### src/rtl/vend_txn_controller.sv
// vend_txn_controller: vending-machine transaction controller.
// Arbitrates the $5/$10 coin channels round-robin, accumulates credit in $5
// units, runs the dispense handshake and then pays change one $5 coin at a
// time through the hopper handshake.
// Optional feature macro: VEND_TIMEOUT_EN enables the idle-credit timeout in
// COLLECT (TIMEOUT_CYCLES cycles without a grant refunds the credit).
module vend_txn_controller #(
    parameter int PRICE          = 3,
    parameter int CREDIT_W       = 4,
    parameter int TIMEOUT_CYCLES = 1000
) (
    input  logic                clk,
    input  logic                reset,
    input  logic [1:0]          coin_req,
    output logic [1:0]          coin_ack,
    input  logic                cancel,
    output logic                vend_req,
    input  logic                vend_done,
    output logic                chg_req,
    input  logic                chg_done,
    output logic [CREDIT_W-1:0] credit,
    output logic                busy
);

    typedef enum logic [1:0] {
        IDLE    = 2'd0,
        COLLECT = 2'd1,
        VEND    = 2'd2,
        CHANGE  = 2'd3
    } state_t;

    localparam logic [CREDIT_W-1:0] PRICE_C = CREDIT_W'(PRICE);

    state_t              state_r, state_s;
    logic [CREDIT_W-1:0] credit_r, credit_s;
    logic [1:0]          coin_ack_r, coin_ack_s;
    logic                rr_ptr_r, rr_ptr_s;
    logic                vend_req_r, vend_req_s;
    logic                chg_req_r, chg_req_s;
    logic                busy_r, busy_s;
    logic [1:0]          grant_s;
    logic [CREDIT_W-1:0] add_s;
    logic [CREDIT_W-1:0] sum_s;
    logic                timeout_s;

    // Coin grant: only while collecting, never right after an ack, never with cancel.
    always_comb begin
        grant_s = 2'b00;
        if ((state_r == IDLE || state_r == COLLECT) && !cancel && coin_ack_r == 2'b00) begin
            case (coin_req)
                2'b01:   grant_s = 2'b01;
                2'b10:   grant_s = 2'b10;
                2'b11:   grant_s = rr_ptr_r ? 2'b10 : 2'b01;
                default: grant_s = 2'b00;
            endcase
        end else begin
            grant_s = 2'b00;
        end
    end

    // Credit increment for the granted coin ($10 counts as two $5 units).
    always_comb begin
        add_s = CREDIT_W'(0);
        if (grant_s[1]) begin
            add_s = CREDIT_W'(2);
        end else if (grant_s[0]) begin
            add_s = CREDIT_W'(1);
        end else begin
            add_s = CREDIT_W'(0);
        end
        sum_s = credit_r + add_s;
    end

`ifdef VEND_TIMEOUT_EN
    localparam int TMO_W = (TIMEOUT_CYCLES > 1) ? $clog2(TIMEOUT_CYCLES + 1) : 1;
    logic [TMO_W-1:0] tmo_cnt_r;

    assign timeout_s = (state_r == COLLECT) && (grant_s == 2'b00)
                       && (tmo_cnt_r == TMO_W'(TIMEOUT_CYCLES - 1));

    // Idle-credit counter: counts grant-free cycles spent in COLLECT.
    always_ff @(posedge clk) begin
        if (reset) begin
            tmo_cnt_r <= TMO_W'(0);
        end else if (state_r != COLLECT || grant_s != 2'b00 || timeout_s) begin
            tmo_cnt_r <= TMO_W'(0);
        end else begin
            tmo_cnt_r <= tmo_cnt_r + TMO_W'(1);
        end
    end
`else
    assign timeout_s = 1'b0;
`endif

    // Next-state and next-output logic for the transaction FSM.
    always_comb begin
        state_s    = state_r;
        credit_s   = credit_r;
        coin_ack_s = grant_s;
        rr_ptr_s   = rr_ptr_r;
        vend_req_s = vend_req_r;
        chg_req_s  = chg_req_r;
        if (grant_s != 2'b00) begin
            rr_ptr_s = grant_s[0];
        end else begin
            rr_ptr_s = rr_ptr_r;
        end
        case (state_r)
            IDLE, COLLECT: begin
                if (state_r == COLLECT && (cancel || timeout_s)) begin
                    state_s   = CHANGE;
                    chg_req_s = 1'b1;
                end else if (grant_s != 2'b00) begin
                    credit_s = sum_s;
                    if (sum_s >= PRICE_C) begin
                        state_s    = VEND;
                        vend_req_s = 1'b1;
                    end else begin
                        state_s = COLLECT;
                    end
                end else begin
                    state_s = state_r;
                end
            end
            VEND: begin
                if (vend_done) begin
                    credit_s   = credit_r - PRICE_C;
                    vend_req_s = 1'b0;
                    if (credit_r > PRICE_C) begin
                        state_s   = CHANGE;
                        chg_req_s = 1'b1;
                    end else begin
                        state_s = IDLE;
                    end
                end else begin
                    state_s = VEND;
                end
            end
            CHANGE: begin
                if (chg_done) begin
                    credit_s = credit_r - CREDIT_W'(1);
                    if (credit_r <= CREDIT_W'(1)) begin
                        state_s   = IDLE;
                        chg_req_s = 1'b0;
                    end else begin
                        state_s = CHANGE;
                    end
                end else begin
                    state_s = CHANGE;
                end
            end
            default: begin
                state_s    = IDLE;
                credit_s   = CREDIT_W'(0);
                coin_ack_s = 2'b00;
                vend_req_s = 1'b0;
                chg_req_s  = 1'b0;
            end
        endcase
        busy_s = (state_s != IDLE);
    end

    // State and output registers; reset discards all credit.
    always_ff @(posedge clk) begin
        if (reset) begin
            state_r    <= IDLE;
            credit_r   <= CREDIT_W'(0);
            coin_ack_r <= 2'b00;
            rr_ptr_r   <= 1'b0;
            vend_req_r <= 1'b0;
            chg_req_r  <= 1'b0;
            busy_r     <= 1'b0;
        end else begin
            state_r    <= state_s;
            credit_r   <= credit_s;
            coin_ack_r <= coin_ack_s;
            rr_ptr_r   <= rr_ptr_s;
            vend_req_r <= vend_req_s;
            chg_req_r  <= chg_req_s;
            busy_r     <= busy_s;
        end
    end

    assign coin_ack = coin_ack_r;
    assign credit   = credit_r;
    assign vend_req = vend_req_r;
    assign chg_req  = chg_req_r;
    assign busy     = busy_r;

endmodule

### config.mk
export PLATFORM = sky130hd
export DESIGN_NAME = vend_txn_controller
export DESIGN_NICKNAME = d
export VERILOG_FILES = /design/src/rtl/vend_txn_controller.sv
export SDC_FILE = /design/constraint.sdc
export NUM_CORES = 1
export LEC_CHECK = 0
export CAP_MARGIN = 10
export CELL_PAD_IN_SITES_DETAIL_PLACEMENT = 0
export CELL_PAD_IN_SITES_GLOBAL_PLACEMENT = 1
export CORE_MARGIN = 10
export CORE_UTILIZATION = 39
export CTS_CLUSTER_DIAMETER = 60
export DETAILED_ROUTE_END_ITERATION = 6
export PLACE_DENSITY = 0.91
export SETUP_SLACK_MARGIN = 0.4
export SYNTH_ARGS = -nofsm -noshare
export SYNTH_HDL_FRONTEND = slang
export SYNTH_SLANG_ARGS = --single-unit
### constraint.sdc
create_clock -name clk -period 6.35 [get_ports clk]
set_input_delay 1.905 -clock clk [delete_from_list [all_inputs] [get_ports clk]]
set_output_delay 1.905 -clock clk [all_outputs]
set_load 0.01 [all_outputs]
==> results of run 1 <==
-- power by group through the flow --
stage / Sequential [mW] / Combinational, mW / Clock [mW]
after floorplan: 0.0974 / 0.0645 / 0
after global placement: 0.105 / 0.0873 / 0
after detailed placement: 0.105 / 0.0884 / 0
after CTS: 0.103 / 0.0890 / 0.0637
after global routing: 0.106 / 0.0988 / 0.0678
final: 0.104 / 0.0882 / 0.0624
-- flip-flops by register name, summed over array words and instances, names as in the netlist --
name      cells
busy          1
chg_req       1
coin_ack      2
credit        4
rr_ptr_r      1
state_r       2
vend_req      1
-- path summary, 6_finish.rpt --
check / startpoint / slack, ns / to / cells past startpoint
setup / recovery: cancel / 1.81 / busy$_SDFF_PP0_ / 11
hold / removal: vend_req$_SDFFE_PP0P_ / 0.45 / vend_req$_SDFFE_PP0P_ / 2
setup reg to reg: state_r[1]$_SDFF_PP0_ / 3.40 / busy$_SDFF_PP0_ / 10
hold reg to reg: vend_req$_SDFFE_PP0P_ / 0.45 / vend_req$_SDFFE_PP0P_ / 2
-- layout make-up --
| class | instances | area share |
|---|---|---|
| timing repair buffer | 15 | 0.149 |
| clock buffer | 4 | 0.0360 |
| inverter | 9 | 0.0335 |
| sequential | 12 | 0.239 |
| tap | 27 | 0.0335 |
| multi-input combinational | 76 | 0.509 |
-- critical path: stages --
cell and delay [ns]:
clkdlybuf4s50_1 0.48, nor4_1 0.43, nand3_1 0.19, inv_1 0.09, ha_1 0.18, inv_1 0.06, fa_1 0.41, xor2_1 0.14
o21ai_0 0.15, a2111oi_0 0.49, o22ai_1 0.16
-- cells by family after synthesis --
family,count (synthesis)
xor+xnor,2
buf+inv,14
simple gates,32
compound gates,34
flops,12
fa+ha+maj,6
mux,2
-- metal layers --
layer | wire length (microns) | GRT usage
met4 | 14 | 0.0321
met3 | 122 | 0.0356
met5 | 0 | 0
met2 | 824 | 0.145
met1 | 934 | 0.118
-- layout by cell type, fill, tap and decap left out, types with 2 or more instances in the layout --
master           Yosys  routed
o21bai_1             2       2
mux2i_1              2       2
nand2_1              3       3
dfxtp_1             12      12
nand2b_1             6       6
ha_1                 5       5
inv_1                9       9
o21ai_0              5       5
a21oi_1              9       9
clkbuf_4             0       3
nand3_1              4       4
nor2_1              12      12
a211oi_1             3       3
clkdlybuf4s50_1      0      15
o2bb2ai_1            3       3
a21boi_0             2       2
-- per-stage QoR --
step                cell area, sq um  total power, mW
floorplan                        806            0.162
global placement                 971            0.192
detailed placement               971            0.193
CTS                             1010            0.256
global route                    1010            0.273
finish                          1010            0.254
==> results.tsv, run 1 <==
stage	metric	value	unit
global_routing	first-pass GRT wire length	3.35	mm
global_routing	initial antenna violation count	0	
timing	worst hold slack	0.455	ns
global_routing	gr ovfl total	0	
synth	library cells used by synthesis	35	
clock_tree	Resized Gates After CTS	0	
detailed_routing	routed via count	763	
pwr	Power per Cell Area	252	mW/mm^2
critical_path	CP required	6.49	ns
synth	ys flop type	dfxtp_1	
placed_design	number of placed instances, taps included	139	
synth	Seq/Total Area, Yosys	0.298	
clock_tree	clk buf depth	2	
timing	setup violators final	0	
critical_path	crit start category	primary input	
timing	final worst-path cycle share	0.716	
timing	Slew @ Worst Pin	0.552	ns
pwr	switching part of the total power	0.345	
placed_design	Post-Place Worst Slack	1.51	ns
synth	commonest cells in the netlist	12 x dfxtp_1, 12 x nor2_1, 9 x a21oi_1, 9 x inv_1, 6 x nand2b_1	
pwr	total internal power	0.166	mW
pwr	Sw Pwr	0.0877	mW
timing	Max Slew Vio Count	0	
critical_path	Crit Path Category	primary input to flop	
synth	synth warn	0	
critical_path	crit path max fanout	5	
synth	Post-Synth Adder-Cell Area	0.102	
clock_tree	CTS Root Cell	clkbuf_4	
floorplan	initial core utilization	0.411	
synth	simple-gate share of the synthesized area	0.200	
clock_tree	hold bufs inserted after CTS	0	
timing	RSZ-0062 raised after global routing	false	
pwr	clock network fraction of total power	0.246	
timing	final hold violation count	0	
synth	main combinational cell family by area after synthesis	compound AO/OA/AOI/OAI gates	
finish	layout cell share with drive strength beyond 1	0.0517	
placed_design	DP Wirelength	1.45	mm
timing	Worst Setup Slack, final	1.81	ns
synth	area leader, netlist	dfxtp_1	
placed_design	port buffer count	15	
pwr	Static Leak	0.370	nW
finish	Finished Layout Cells	143	
min_path	worst hold path class	flop to flop	
flow_run	max-cap violations	0	
clock_tree	number of H-tree levels	1	
floorplan	core area	0.00196	sq mm
global_routing	largest net degree at the start of global routing	17	
detailed_routing	via/cell ratio	5.34	
finish	Area growth syn-to-layout	25.0	%
clock_tree	Clk pin slew, worst setup/hold paths	0.08	ns
finish	Seq. cell area	240	sq um
global_routing	overall routing resource usage	0.0945	
timing	Final min period	4.54	ns
finish	nets	130	
detailed_routing	post-detailed-route count of antenna-violating nets	0	
critical_path	CP Capture Type	flop	
finish	filler cell count	202	
placed_design	GPL Wtd Cong	0.764	
detailed_routing	DRT Pass-1 Iters	3	
synth	Syn Nets	115	
detailed_routing	Post-route DRC	0	
clock_tree	CTS buffer count	3	
floorplan	die height	65.5	microns
clock_tree	worst skew pair latency	0.27	ns
floorplan	Die ar.	0.00428	sq mm
synth	EDFF count, synth	0	
pwr	worst vdd ir	0.000141	V
clock_tree	Setup Buffers After CTS	0	
pwr	Seq pwr share	0.407	
run_status	status	complete, no violations	
detailed_routing	final WL	1.90	mm
critical_path	CP arrival	4.69	ns
floorplan	std cell rows	16	
synth	Synth Area in Compound Gates	0.287	
detailed_routing	drt initial violations	15	
synth	ys async rst share	0	
finish	Core Util, Final	0.513	
clock_tree	CTS tree	built	
finish	ant diodes	0	
pwr	Combinational Power Share	0.347	
timing	Fin Setup TNS	0	ns
floorplan	die width	65.5	microns
synth	Cell Area, Synth	806	sq um
synth	Syn Area/Cell	7.90	sq um
synth	post-synth top area share	0.298	
synth	Synth area leaders	dfxtp_1 30%, ha_1 7.8%, a21oi_1 5.6%	
synth	multiplexer area fraction after synthesis	0.0248	
timing	Setup Skew	0.00354	ns
synth	Yosys reg bits	12	
floorplan	IO Pins	16	
timing	maximum achievable frequency	220	MHz
synth	post-synthesis cell count	102	
synth	Post-Synth XOR/XNOR Area	0.0217	
timing	max_slew headroom	0.631	
global_routing	vias in the first global route	730	
detailed_routing	DR WL/cell	13.3	microns
finish	multi-input logic area	513	sq um
clock_tree	Num Clock Sinks	12	
No activity file was read; power rests on OpenSTA's default activity.
==> run 2, diff against run 1 <==
--- a/config.mk
+++ b/config.mk
@@ -9,10 +9,10 @@
 export CELL_PAD_IN_SITES_DETAIL_PLACEMENT = 0
 export CELL_PAD_IN_SITES_GLOBAL_PLACEMENT = 1
 export CORE_MARGIN = 10
-export CORE_UTILIZATION = 39
+export CORE_UTILIZATION = 32
 export CTS_CLUSTER_DIAMETER = 60
 export DETAILED_ROUTE_END_ITERATION = 6
-export PLACE_DENSITY = 0.91
+export PLACE_DENSITY = 0.81
 export SETUP_SLACK_MARGIN = 0.4
 export SYNTH_ARGS = -nofsm -noshare
 export SYNTH_HDL_FRONTEND = slang
==> constraint.sdc (replaced) <==
create_clock -name clk -period 3.9 [get_ports clk]
set_input_delay 1.17 -clock clk [delete_from_list [all_inputs] [get_ports clk]]
set_output_delay 1.17 -clock clk [all_outputs]
set_load 0.01 [all_outputs]
==> results.tsv, run 2 (synthesized netlist as in run 1, its figures left out) <==
stage	metric	value	unit	change
run_status	status	complete, no violations		
critical_path	CP required	4.06	ns	-2.43 ns
timing	Setup Skew	0.00465	ns	+0.00111 ns
timing	RSZ-0062 raised after global routing	false		
floorplan	std cell rows	18		+2
critical_path	R2R depth	12		+2
finish	most frequent cells in the layout	14 x clkdlybuf4s50_1, 12 x nor2_1, 12 x dfxtp_1		
clock_tree	Clk pin slew, worst setup/hold paths	0.08	ns	about the same
timing	Max Slew Vio Count	0		unchanged
pwr	worst vdd ir	0.000187	V	+33%
detailed_routing	post-detailed-route count of antenna-violating nets	0		unchanged
finish	ant diodes	0		unchanged
clock_tree	worst skew pair latency	0.28	ns	about the same
detailed_routing	max layer used	met4		
detailed_routing	routed wl met3	88	microns	-28%
global_routing	gr ovfl total	0		unchanged
clock_tree	Setup Buffers After CTS	0		unchanged
min_path	WHS Path Cells	2		unchanged
finish	Area growth syn-to-layout	32.6	%	
finish	Core Util, Final	0.439		-0.0741
finish	Final Cell Area	0.00107	sq mm	+6.1%
placed_design	port buffer count	15		unchanged
critical_path	CP arrival	3.44	ns	-1.25 ns
detailed_routing	final WL	2.07	mm	+9.1%
critical_path	reg2reg start	state_r[1]$_SDFF_PP0_		
critical_path	CP Capture Type	flop		
floorplan	core area	0.00243	sq mm	+24%
clock_tree	CTS tree	built		
clock_tree	CTS Root Cell	clkbuf_4		
global_routing	initial antenna violation count	0		unchanged
critical_path	CP max stage delay	0.39	ns	-0.10 ns
critical_path	flop-to-flop setup slack	1.16	ns	-2.24 ns
timing	final hold violation count	0		unchanged
finish	commonest non-fill, non-tap cell in the layout	clkdlybuf4s50_1		
floorplan	IO Pins	16		unchanged
pwr	Static Leak	0.408	nW	+10%
detailed_routing	routed via count	793		+3.9%
critical_path	Top delay family on crit path	buffers and inverters		
detailed_routing	DRT Pass-1 Iters	4		+1
clock_tree	hold bufs inserted after CTS	0		unchanged
flow_run	max-cap violations	0		unchanged
placed_design	DP Area	0.00103	sq mm	+5.8%
detailed_routing	Post-route DRC	0		unchanged
detailed_routing	via/cell ratio	5.18		-2.9%
min_path	Hold Crit Endpoint	vend_req$_SDFFE_PP0P_		
global_routing	largest net degree at the start of global routing	17		unchanged
floorplan	initial core utilization	0.331		-0.0794
pwr	total power	0.432	mW	+70%
floorplan	die height	70.2	microns	+7.2%
timing	maximum achievable frequency	304	MHz	
detailed_routing	drt initial violations	68		+53
floorplan	die width	70.2	microns	+7.2%
placed_design	GPL Wtd Cong	0.819		+7.2%
detailed_routing	met1 WL	984	microns	+5.4%
min_path	worst hold path class	flop to flop		
finish	nets	137		+5.4%
floorplan	Die ar.	0.00493	sq mm	+15%
clock_tree	Num Clock Sinks	12		unchanged
detailed_routing	met2 WL	959	microns	+16%
critical_path	crit start category	primary input		
critical_path	crit path max fanout	5		unchanged
detailed_routing	DR WL/cell	13.5	microns	+1.9%
critical_path	worst path cell trace	dlygate4sd2_1 > nor4_1 > buf_4 > nand3_1 > inv_1 > ha_1 > inv_1 > fa_1 > xor2_1 > o21ai_0 > a2111oi_2 > buf_4 > o22ai_1		
global_routing	vias in the first global route	736		+0.82%
clock_tree	number of H-tree levels	1		unchanged
timing	worst hold slack	0.468	ns	+0.0134 ns
finish	layout cell share with drive strength beyond 1	0.114		+0.0621
critical_path	Crit Path Category	primary input to flop		
finish	max reg flops	4		unchanged
timing	final worst-path cycle share	0.843		
placed_design	DP Wirelength	1.53	mm	+5.6%
timing	max_slew headroom	0.629		-0.00238
global_routing	first-pass GRT wire length	3.51	mm	+5.0%
critical_path	Buf+Inv Stages, Crit Path	5		+2
critical_path	worst r2r dst	busy$_SDFF_PP0_		
timing	setup violators final	0		unchanged
timing	Slew @ Worst Pin	0.556	ns	+0.00356 ns
clock_tree	CTS buffer count	3		unchanged
finish	filler cell count	257		+27%
timing	Final min period	3.29	ns	
global_routing	overall routing resource usage	0.0851		-0.00934
min_path	Hold Path Origin	vend_req$_SDFFE_PP0P_		
pwr	Power per Cell Area	405	mW/mm^2	+60%
critical_path	Slowest-stage cell, CP	fa_1		
clock_tree	clk buf depth	2		unchanged
run 2: cell types whose count changed in the layout (fill, tap and decap cells not counted):
cell,previous run,this run
dlygate4sd2_1,0,1
a2111oi_2,0,1
clkdlybuf4s50_1,15,14
a2111oi_0,1,0
buf_4,0,7
run 2: power by group:
part / internal, mW / switching, mW / total (mW)
sequential: 0.139 / 0.0303 / 0.169
combinational: 0.0888 / 0.0721 / 0.161
clock: 0.0568 / 0.0453 / 0.102
total: 0.285 / 0.148 / 0.432
run 2: metal layers:
layer  global-route usage  up-vias
met1                0.102      372
met5                    0        -
met3               0.0198        2
met4               0.0526        0
li1                     -      404
met2                0.133       15
run 2: worst min-delay path, stage by stage (launching register included):
cell and delay [ns]:
dfxtp_1 0.31, inv_1 0.05, a211oi_1 0.06
run 2: area by class of cell:
class / count / area (sq um) / share of cell area
tap: 30 / 37.5 / 0.0351
clock buffer: 4 / 36.3 / 0.0340
timing repair buffer: 22 / 201 / 0.189
inverter: 9 / 33.8 / 0.0316
multi-input combinational: 76 / 519 / 0.486
sequential: 12 / 240 / 0.225
run 2: what timing repair did:
item | in CTS | in global routing
gates resized for setup | 2 | 1
pin swaps | 2 | 0
endpoints found under the setup margin | 2 | 1
run 2: how the worst max path moves through the flow:
stage,to,start,depth (start not counted)
after detailed placement,busy$_SDFF_PP0_,cancel,13
after CTS,busy$_SDFF_PP0_,cancel,13
after floorplan,busy$_SDFF_PP0_,cancel,10
after global placement,busy$_SDFF_PP0_,cancel,13
final,busy$_SDFF_PP0_,cancel,13
after global routing,busy$_SDFF_PP0_,cancel,13
run 2: through the flow:
stage	instances	setup TNS [ns]	setup slack [ns]
2_1_floorplan	102	0	0.565
3_3_place_gp	149	0	0.0458
3_5_place_dp	149	-0.0154	-0.0154
4_1_cts	153	0	0.569
5_1_grt	153	0	0.414
6_report	153	0	0.611
==> run 3, diff against run 2 <==
==> constraint.sdc (replaced) <==
create_clock -name clk -period 3 [get_ports clk]
set_input_delay 0.9 -clock clk [delete_from_list [all_inputs] [get_ports clk]]
set_output_delay 0.9 -clock clk [all_outputs]
set_load 0.01 [all_outputs]
==> results.tsv, run 3 (synthesized netlist as in run 1, its figures left out) <==
stage	metric	value	unit	change
run_status	status	complete, no violations		
finish	filler cell count	232		-9.7%
detailed_routing	post-detailed-route count of antenna-violating nets	0		unchanged
timing	setup violators final	0		unchanged
timing	Max Slew Vio Count	0		unchanged
global_routing	first-pass GRT wire length	3.59	mm	+2.2%
finish	Seq. cell area	240	sq um	unchanged
min_path	worst hold path class	flop to flop		
detailed_routing	DRT Pass-1 Iters	4		unchanged
detailed_routing	Post-route DRC	0		unchanged
floorplan	std cell rows	18		unchanged
placed_design	port buffer count	15		unchanged
placed_design	Post-Place Worst Slack	-0.124	ns	-0.109 ns
pwr	Power per Cell Area	517	mW/mm^2	+28%
detailed_routing	via/cell ratio	5.31		+2.5%
clock_tree	worst skew pair latency	0.29	ns	about the same
finish	Final Cell Area	0.00113	sq mm	+6.1%
timing	final hold violation count	0		unchanged
floorplan	Die ar.	0.00493	sq mm	unchanged
finish	most frequent cells in the layout	12 x nor2_1, 12 x dfxtp_1, 12 x clkdlybuf4s50_1		
pwr	total power	0.586	mW	+35%
placed_design	DP Wirelength	1.54	mm	+1.0%
timing	maximum achievable frequency	408	MHz	
timing	Final min period	2.45	ns	
clock_tree	CTS buffer count	3		unchanged
finish	nets	138		+0.73%
clock_tree	hold bufs inserted after CTS	0		unchanged
clock_tree	Num Clock Sinks	12		unchanged
detailed_routing	DR WL/cell	13.6	microns	+0.46%
detailed_routing	routed via count	818		+3.2%
clock_tree	CTS Root Cell	clkbuf_4		
timing	Slew @ Worst Pin	0.589	ns	+0.0330 ns
detailed_routing	final WL	2.09	mm	+1.1%
critical_path	Crit Path Category	primary input to flop		
critical_path	CP Capture Type	flop		
timing	final worst-path cycle share	0.818		
finish	multi-input logic area	573	sq um	+10%
clock_tree	CTS tree	built		
critical_path	CP required	3.22	ns	-0.84 ns
critical_path	crit path max fanout	4		-1
floorplan	die height	70.2	microns	unchanged
clock_tree	number of H-tree levels	1		unchanged
critical_path	flop-to-flop setup slack	0.79	ns	-0.37 ns
timing	max_slew headroom	0.607		-0.0221
finish	Area growth syn-to-layout	40.7	%	
finish	ant diodes	0		unchanged
global_routing	vias in the first global route	753		+2.3%
placed_design	DP Area	0.00106	sq mm	+2.9%
global_routing	initial antenna violation count	0		unchanged
critical_path	CP arrival	2.68	ns	-0.76 ns
floorplan	initial core utilization	0.331		unchanged
placed_design	GPL Wtd Cong	0.808		-1.4%
global_routing	overall routing resource usage	0.0869		+0.00179
timing	RSZ-0062 raised after global routing	false		
critical_path	crit start category	primary input		
clock_tree	Clk pin slew, worst setup/hold paths	0.09	ns	about the same
global_routing	gr ovfl total	0		unchanged
global_routing	largest net degree at the start of global routing	17		unchanged
floorplan	die width	70.2	microns	unchanged
floorplan	IO Pins	16		unchanged
timing	Worst Setup Slack, final	0.546	ns	-0.0650 ns
critical_path	R2R depth	11		-1
finish	layout cell share with drive strength beyond 1	0.194		+0.0797
pwr	worst vdd ir	0.000251	V	+34%
critical_path	worst path cell trace	dlygate4sd2_1 > nand2_1 > nand3_1 > inv_1 > ha_2 > inv_2 > fa_2 > buf_4 > nor2_1 > a31oi_1 > or3_1 > a21oi_1		
critical_path	CP max stage delay	0.36	ns	-0.03 ns
pwr	Static Leak	0.426	nW	+4.5%
finish	max reg flops	4		unchanged
critical_path	Slowest-stage cell, CP	fa_2		
detailed_routing	drt initial violations	46		-32%
clock_tree	clk buf depth	2		unchanged
flow_run	max-cap violations	0		unchanged
min_path	WHS Path Cells	2		unchanged
floorplan	core area	0.00243	sq mm	unchanged
timing	Setup Skew	0.00611	ns	+0.00146 ns
-- run 3: per-stage QoR --
| step | hold slack (ns) | cells | util | TNS (ns) |
|---|---|---|---|---|
| detailed placement | 0.447 | 149 | 0.435 | -0.359 |
| finish | 0.454 | 154 | 0.466 | 0 |
| floorplan | 0.444 | 102 | - | 0 |
| global placement | 0.447 | 149 | 0.435 | -0.233 |
| CTS | 0.464 | 154 | 0.459 | 0 |
| global route | 0.507 | 154 | 0.466 | 0 |
-- run 3: area by class of cell --
type                       count  area share
clock buffer                   4      0.0320
inverter                       9      0.0298
multi-input combinational     76       0.506
sequential                    12       0.212
tap                           30      0.0331
timing repair buffer          23       0.188
-- run 3: worst paths after layout --
kind,endpoint,from
max,credit[2]$_SDFFE_PP0P_,coin_req[1]
min,vend_req$_SDFFE_PP0P_,vend_req$_SDFFE_PP0P_
max reg2reg,credit[2]$_SDFFE_PP0P_,state_r[1]$_SDFF_PP0_
min reg2reg,vend_req$_SDFFE_PP0P_,vend_req$_SDFFE_PP0P_
-- run 3: metal layers --
metal | vias up | track usage | part of all wire
met2 | 26 | 0.132 | 0.45
met4 | 0 | 0.0526 | 0.026
met3 | 5 | 0.0198 | 0.062
li1 | 407 | - | -
met5 | - | 0 | 0
met1 | 380 | 0.108 | 0.46
-- run 3: repair_timing --
item                       4_1_cts  5_1_grt
gates resized for setup         11        3
pin swaps                        6        3
setup buffers                    1        0
gates cloned                     0        0
setup endpoints to repair        7        5
-- run 3: power breakdown --
part	internal [mW]	total, mW	switching [mW]
Combinational	0.121	0.228	0.107
Clock	0.0740	0.141	0.0675
Sequential	0.181	0.217	0.0356
Total	0.376	0.586	0.210
-- run 3: worst max-delay path: cells and delay by family --
family	cells	cell delay, ns
buf+inv	4	0.51
simple gates	4	0.56
fa+ha+maj	2	0.53
compound gates	2	0.18
